**src/rtl/axi_rd_arbiter.sv**
```systemverilog
// Two-master, one-slave AXI-lite read-channel arbiter (m0 = IFU fetch, m1 = LSU load).
// One transaction in flight; round-robin or fixed m1 priority on a tie.
module axi_rd_arbiter #(
    parameter int unsigned AW       = 32,
    parameter int unsigned DW       = 32,
    parameter bit          FIX_PRIO = 1'b0
) (
    input  logic          clk,
    input  logic          rst,
    input  logic [AW-1:0] m0_araddr,
    input  logic          m0_arvalid,
    output logic          m0_arready,
    output logic [DW-1:0] m0_rdata,
    output logic          m0_rresp,
    output logic          m0_rvalid,
    input  logic          m0_rready,
    input  logic [AW-1:0] m1_araddr,
    input  logic          m1_arvalid,
    output logic          m1_arready,
    output logic [DW-1:0] m1_rdata,
    output logic          m1_rresp,
    output logic          m1_rvalid,
    input  logic          m1_rready,
    output logic [AW-1:0] s_araddr,
    output logic          s_arvalid,
    input  logic          s_arready,
    input  logic [DW-1:0] s_rdata,
    input  logic          s_rresp,
    input  logic          s_rvalid,
    output logic          s_rready
);

    typedef enum logic [1:0] {
        IDLE = 2'd0,
        ADDR = 2'd1,
        DATA = 2'd2
    } state_t;

    state_t        state_r;
    state_t        state_s;
    logic          gnt_r;
    logic          last_r;
    logic [AW-1:0] addr_r;
    logic          s_arvalid_r;
    logic          run_r;
    logic          sel_s;
    logic          accept_s;
    logic          r_hs_s;
    logic          rready_s;

    assign s_araddr  = addr_r;
    assign s_arvalid = s_arvalid_r;
    assign s_rready  = rready_s;

    // State register.
    always_ff @(posedge clk or negedge rst) begin
        if (!rst) begin
            state_r <= IDLE;
        end else begin
            state_r <= state_s;
        end
    end

    // Grant, last-served, latched address, slave AR valid and the out-of-reset qualifier.
    // run_r keeps arready low while reset is held even though state_r is already IDLE.
    always_ff @(posedge clk or negedge rst) begin
        if (!rst) begin
            gnt_r       <= 1'b0;
            last_r      <= 1'b1;
            addr_r      <= {AW{1'b0}};
            s_arvalid_r <= 1'b0;
            run_r       <= 1'b0;
        end else begin
            run_r <= 1'b1;
            if (accept_s) begin
                gnt_r       <= sel_s;
                addr_r      <= sel_s ? m1_araddr : m0_araddr;
                s_arvalid_r <= 1'b1;
            end else if (s_arvalid_r && s_arready) begin
                s_arvalid_r <= 1'b0;
            end
            if (r_hs_s) begin
                last_r <= gnt_r;
            end
        end
    end

    // Next-state, arbitration and master-side response steering.
    always_comb begin
        state_s    = state_r;
        sel_s      = 1'b0;
        accept_s   = 1'b0;
        r_hs_s     = 1'b0;
        rready_s   = 1'b0;
        m0_arready = 1'b0;
        m1_arready = 1'b0;
        m0_rvalid  = 1'b0;
        m0_rdata   = {DW{1'b0}};
        m0_rresp   = 1'b0;
        m1_rvalid  = 1'b0;
        m1_rdata   = {DW{1'b0}};
        m1_rresp   = 1'b0;
        case (state_r)
            IDLE: begin
                if (m0_arvalid && m1_arvalid) begin
                    sel_s = FIX_PRIO ? 1'b1 : ~last_r;
                end else if (m1_arvalid) begin
                    sel_s = 1'b1;
                end else begin
                    sel_s = 1'b0;
                end
                if (run_r && (m0_arvalid || m1_arvalid)) begin
                    accept_s   = 1'b1;
                    m0_arready = ~sel_s;
                    m1_arready = sel_s;
                    state_s    = ADDR;
                end else begin
                    state_s = IDLE;
                end
            end
            ADDR: begin
                if (s_arready) begin
                    state_s = DATA;
                end else begin
                    state_s = ADDR;
                end
            end
            DATA: begin
                rready_s = gnt_r ? m1_rready : m0_rready;
                if (gnt_r) begin
                    m1_rvalid = s_rvalid;
                    m1_rdata  = s_rdata;
                    m1_rresp  = s_rresp;
                end else begin
                    m0_rvalid = s_rvalid;
                    m0_rdata  = s_rdata;
                    m0_rresp  = s_rresp;
                end
                if (s_rvalid && rready_s) begin
                    r_hs_s  = 1'b1;
                    state_s = IDLE;
                end else begin
                    state_s = DATA;
                end
            end
            default: begin
                state_s = IDLE;
            end
        endcase
    end

endmodule

```
**config.mk**
```make
export PLATFORM = sky130hd
export DESIGN_NAME = axi_rd_arbiter
export DESIGN_NICKNAME = d
export VERILOG_FILES = /design/src/rtl/axi_rd_arbiter.sv
export SDC_FILE = /design/constraint.sdc
export NUM_CORES = 1
export LEC_CHECK = 0
export BUFFER_PORTS_ARGS = -buffer_cell sky130_fd_sc_hd__buf_2
export CAP_MARGIN = 20
export CORE_ASPECT_RATIO = 0.5
export CORE_UTILIZATION = 38
export CTS_CLUSTER_DIAMETER = 50
export DETAILED_ROUTE_END_ITERATION = 10
export HOLD_SLACK_MARGIN = 0.02
export PLACE_DENSITY = 0.81
export SETUP_SLACK_MARGIN = 0.02
export SLEW_MARGIN = 20
export SYNTH_ARGS = -nofsm -noshare
export SYNTH_HDL_FRONTEND = slang
export SYNTH_SLANG_ARGS = --single-unit
```
**constraint.sdc**
```tcl
create_clock -name clk -period 2.1 [get_ports clk]
set_input_delay 0.42 -clock clk [delete_from_list [all_inputs] [get_ports clk]]
set_output_delay 0.42 -clock clk [all_outputs]
set_load 0.005 [all_outputs]
```
[Word-level counts from Yosys, hierarchy flattened]
Index checks and enable logic that the tools add are counted.
Operators by class
  equal/unequal tests: 2
  bitwise logic cells: 2
  mux-type cells: 33
  reductions and logical operators: 7
Operators with widths (number)
  32-bit two-way mux: 5
  1-bit two-way mux: 25
  2-bit one-hot mux with 3 select lines: 1
  1-bit logical AND: 4
  2-bit two-way mux: 2
  2-bit by 1-bit equality test with 1-bit output, second input constant: 1
  2-bit equality test, second input constant: 1
  2-bit zero test: 1
  1-bit inverter: 2
  2-bit nonzero test: 1
  1-bit logical OR: 1
Storage, ports and cells
  input bits: 105
  output and inout bits: 104
  logic and storage cells: 50
  bits in registers: 38

[Depth between registers and ports, before layout]
  word-level depth: 6
  gate-level depth with buffers: 6
  mapped depth without buffers: 3

[Worst setup path after synthesis]
OpenSTA, ideal clock, no wires.
  path type: register to output
  from: register state_r[1]
  to: output port m0_arready
  required time: 1.680 ns
  stages on the path, launching flop included: 7
  path slack: 0.226 ns
  buffers on the path: 3
  arrival: 1.454 ns
  cells stage by stage: dfrtp_1 > or3b_1 > buf_2 > or2_1 > buf_6 > buf_6 > nor2_1
Between the ends
  cells in the longest elaborated chain, start to end: 2
Ends and longest elaborated chain
  start, declared: RTL line 39  | state_t state_r;
  start signal, assigned: RTL line 60  | state_r <= state_s;
  2-bit zero test: RTL line 103  | case (state_r)
  1-bit two-way mux: RTL line 103
  end, declared: RTL line 12  | output logic m0_arready,
No other way between the ends.

[Final worst setup path]
  from: register state_r[0]
  to: output port m1_rdata[31]
Between the ends
  cells in the longest elaborated chain, start to end: 2
Ends and longest elaborated chain
  2-bit equality test: RTL line 103
  32-bit two-way mux: RTL line 103
  end, declared: RTL line 20  | output logic [DW-1:0] m1_rdata,
No other way between the ends.

==> impl_metrics.ini <==
[timing]
setup_viol = 0
worstMarginPinSlew_ns = 0.6014
slew_viol_final = 0
fin_crit_ns = 2.012
max_freq_mhz = 496.9
finalCritPeriodShare_pct = 95.82
rsz0062_at_grt = true
finalClockSkew_ns = 0.005418
slew_headroom_pct = 59.67
hold_viol = 0

[pwr]
power_switching_mw = 1.450
cellPowerDensity_nw_per_um2 = 1076
clkPwrFrac_pct = 21.4
swShare_pct = 36.82
p_leak_nw = 2.057
ir_drop_uv = 508.5
combPwrFrac_pct = 46.7
seq_power_share_pct = 31.9
fin_total_pwr_mw = 3.938
power.internal_mw = 2.488

[synth]
netlist_area_um2 = 2340
synth_area_leader_cell = dfrtp_1
ys_ff_latch = 38
syn_inst = 287
synth_area_leaders = dfrtp_1 40%, and2_1 18%, o31ai_1 10%
synth_top_area_share_pct = 39.57
synth_fp_nets = 392
seq_area_frac_synth_pct = 40.70
ys_warn_count = 0
syn_area_per_cell_um2 = 8.152
synth.distinct_cells = 23

[route]
routed_via_density = 5.071
drt_iter0_markers = 158
vias = 2865
wl_per_cell_um = 14.75
detail-route-antenna-nets = 0
drt_wl_total_um = 8331
drt-pass1-iter-count = 4
drcViolationCount = 0

[global_route]
grt_max_degree = 36
overflow = 0
grt_first_pass_wirelength_um = 12690
antenna_found_initial = 0
grt_pass1_vias = 2544
grtUsageTotal_pct = 24.63

[die]
die-width_um = 113.0
ios = 209
start_util_pct = 41.01
core-area_um2 = 5705
dieArea_um2 = 6494
rows = 19
die_y_um = 57.49

[cells_and_area]
layout_common_cells = 208 x buf_2, 68 x and2_1, 37 x dfrtp_1, 36 x o21ai_0, 34 x nor2_1
final_util_pct = 64.17
nets = 596
antenna_cells = 0
syn2layout_area_growth_pct = 56.47
final_layout_size_suffix_gt1_share_pct = 48.98
mostFrequentLayoutCell = buf_2

[clock_network]
cts_tree = yes
clock_path_buffers = 2
clk_root_buffer_cell = clkbuf_16
worst_skew_pair.late_latency_ns = 0.28
cts_buffers = 5
cts_sinks = 38
clk_pin_slew_ns = 0.05
cts_htree_levels = 2
ctsHoldBuffers = 0

[run]
drv_cap = 0

[placed_design]
hpwl_um = 5960
place_congestion = 0.8195
io_buffers = 208

[worst_setup_path]
required_ns = 1.68
critical_path.max_fanout = 17
cp-start-kind = flip-flop
crit_path_end_kind = output pin
r2r_slack_ns = 0.34
path_class = reg2out
worstPathArrival_ns = 1.59

[worst_hold_path]
hp-class = in2async

[status]
outcome = finished, final reports clean
## sequential cells by signal, summed over array words and instances (netlist names)
signal,cells
run_r,1
gnt_r,1
s_arvalid,1
last_r,1
state_r,2
s_araddr,32
## worst max-delay path, cell delays in order (launching register included)
cell,delay (ns)
dfrtp_1,0.41
or2b_4,0.30
nor2_2,0.14
buf_4,0.22
and2_1,0.14
buf_2,0.10
## worst paths after layout
path | endpoint | cells after the start | start
worst max-delay path | m1_rdata[31] | 5 | state_r[0]$_DFF_PN0_
worst max register to register | s_araddr[4]$_DFFE_PN0P_ | 4 | state_r[1]$_DFF_PN0_
worst min-delay path | s_araddr[20]$_DFFE_PN0P_ | 1 | rst
worst min register to register | s_araddr[28]$_DFFE_PN0P_ | 2 | s_araddr[28]$_DFFE_PN0P_
max in group asynchronous | last_r$_DFFE_PN1P_ | 2 | rst
min in group clk | s_arvalid$_DFFE_PN0P_ | 2 | s_arready
## power by group through the flow
| stage | clock network (mW) | registers (mW) | logic, mW |
|---|---|---|---|
| after floorplan | 0 | 1.27 | 0.935 |
| after global placement | 0 | 1.24 | 1.75 |
| after detailed placement | 0 | 1.26 | 1.77 |
| after CTS | 0.845 | 1.25 | 1.79 |
| after global routing | 0.881 | 1.30 | 2.04 |
| final | 0.842 | 1.26 | 1.84 |
## stage by stage
| stage | cell area [µm²] | worst slack (ns) | setup TNS, ns | hold WS, ns | instances |
|---|---|---|---|---|---|
| floorplan | 2340 | 0.2263 | 0 | 0.1244 | 287 |
| global placement | 3453 | 0.3456 | 0 | 0.4299 | 555 |
| detailed placement | 3453 | 0.3331 | 0 | 0.4325 | 555 |
| CTS | 3616 | 0.02822 | 0 | 0.1369 | 563 |
| global route | 3661 | -0.001767 | -0.001767 | 0.1621 | 565 |
| finish | 3661 | 0.08771 | 0 | 0.1216 | 565 |
## layer usage
| metal | vias up | routed length, µm | GRT usage (%) |
|---|---|---|---|
| li1 | 1383 | - | - |
| met2 | 115 | 4181 | 43.21 |
| met4 | 0 | 81 | 7.143 |
| met1 | 1357 | 3607 | 32.37 |
| met3 | 10 | 461 | 3.401 |
| met5 | - | 0 | 0 |
## what timing repair did
action / in CTS / in global routing
buffers inserted: 0 / 0
endpoints found under the setup margin: 0 / 70
resized for setup: 0 / 13
## final cells by class
class / instances / area [µm²]
fill: 517 / 2044
multi-input combinational: 219 / 1271
timing repair buffer: 224 / 1172
sequential: 38 / 952.2
clock buffer: 7 / 132.6
tap: 73 / 91.34
clock inverter: 1 / 30.03
inverter: 3 / 11.26
## cell usage after synthesis
library cell,count
and2_1,68
nor2_1,39
dfrtp_1,37
o21ai_0,36
a21oi_1,32
o31ai_1,32
clkbuf_1,22
buf_6,4
inv_1,3
a21bo_2,1
a21boi_1,1
buf_2,1
conb_1,1
dfstp_2,1
mux2_2,1
mux2i_1,1
nand2b_1,1
nor2b_1,1
nor3b_1,1
o22ai_1,1
or2_1,1
or2b_1,1
or3b_1,1
## logic make-up (layout without fill, tap and decap cells)
| logic type | after synthesis | in the layout | share of synthesized area [%] |
|---|---|---|---|
| other cells | 1 | 1 | 0.1603 |
| buf+inv | 30 | 235 | 6.149 |
| compound gates | 103 | 103 | 25.83 |
| simple gates | 113 | 113 | 26.26 |
| mux | 2 | 2 | 0.9091 |
| flops | 38 | 38 | 40.70 |
(Power assumes the default switching activity.)
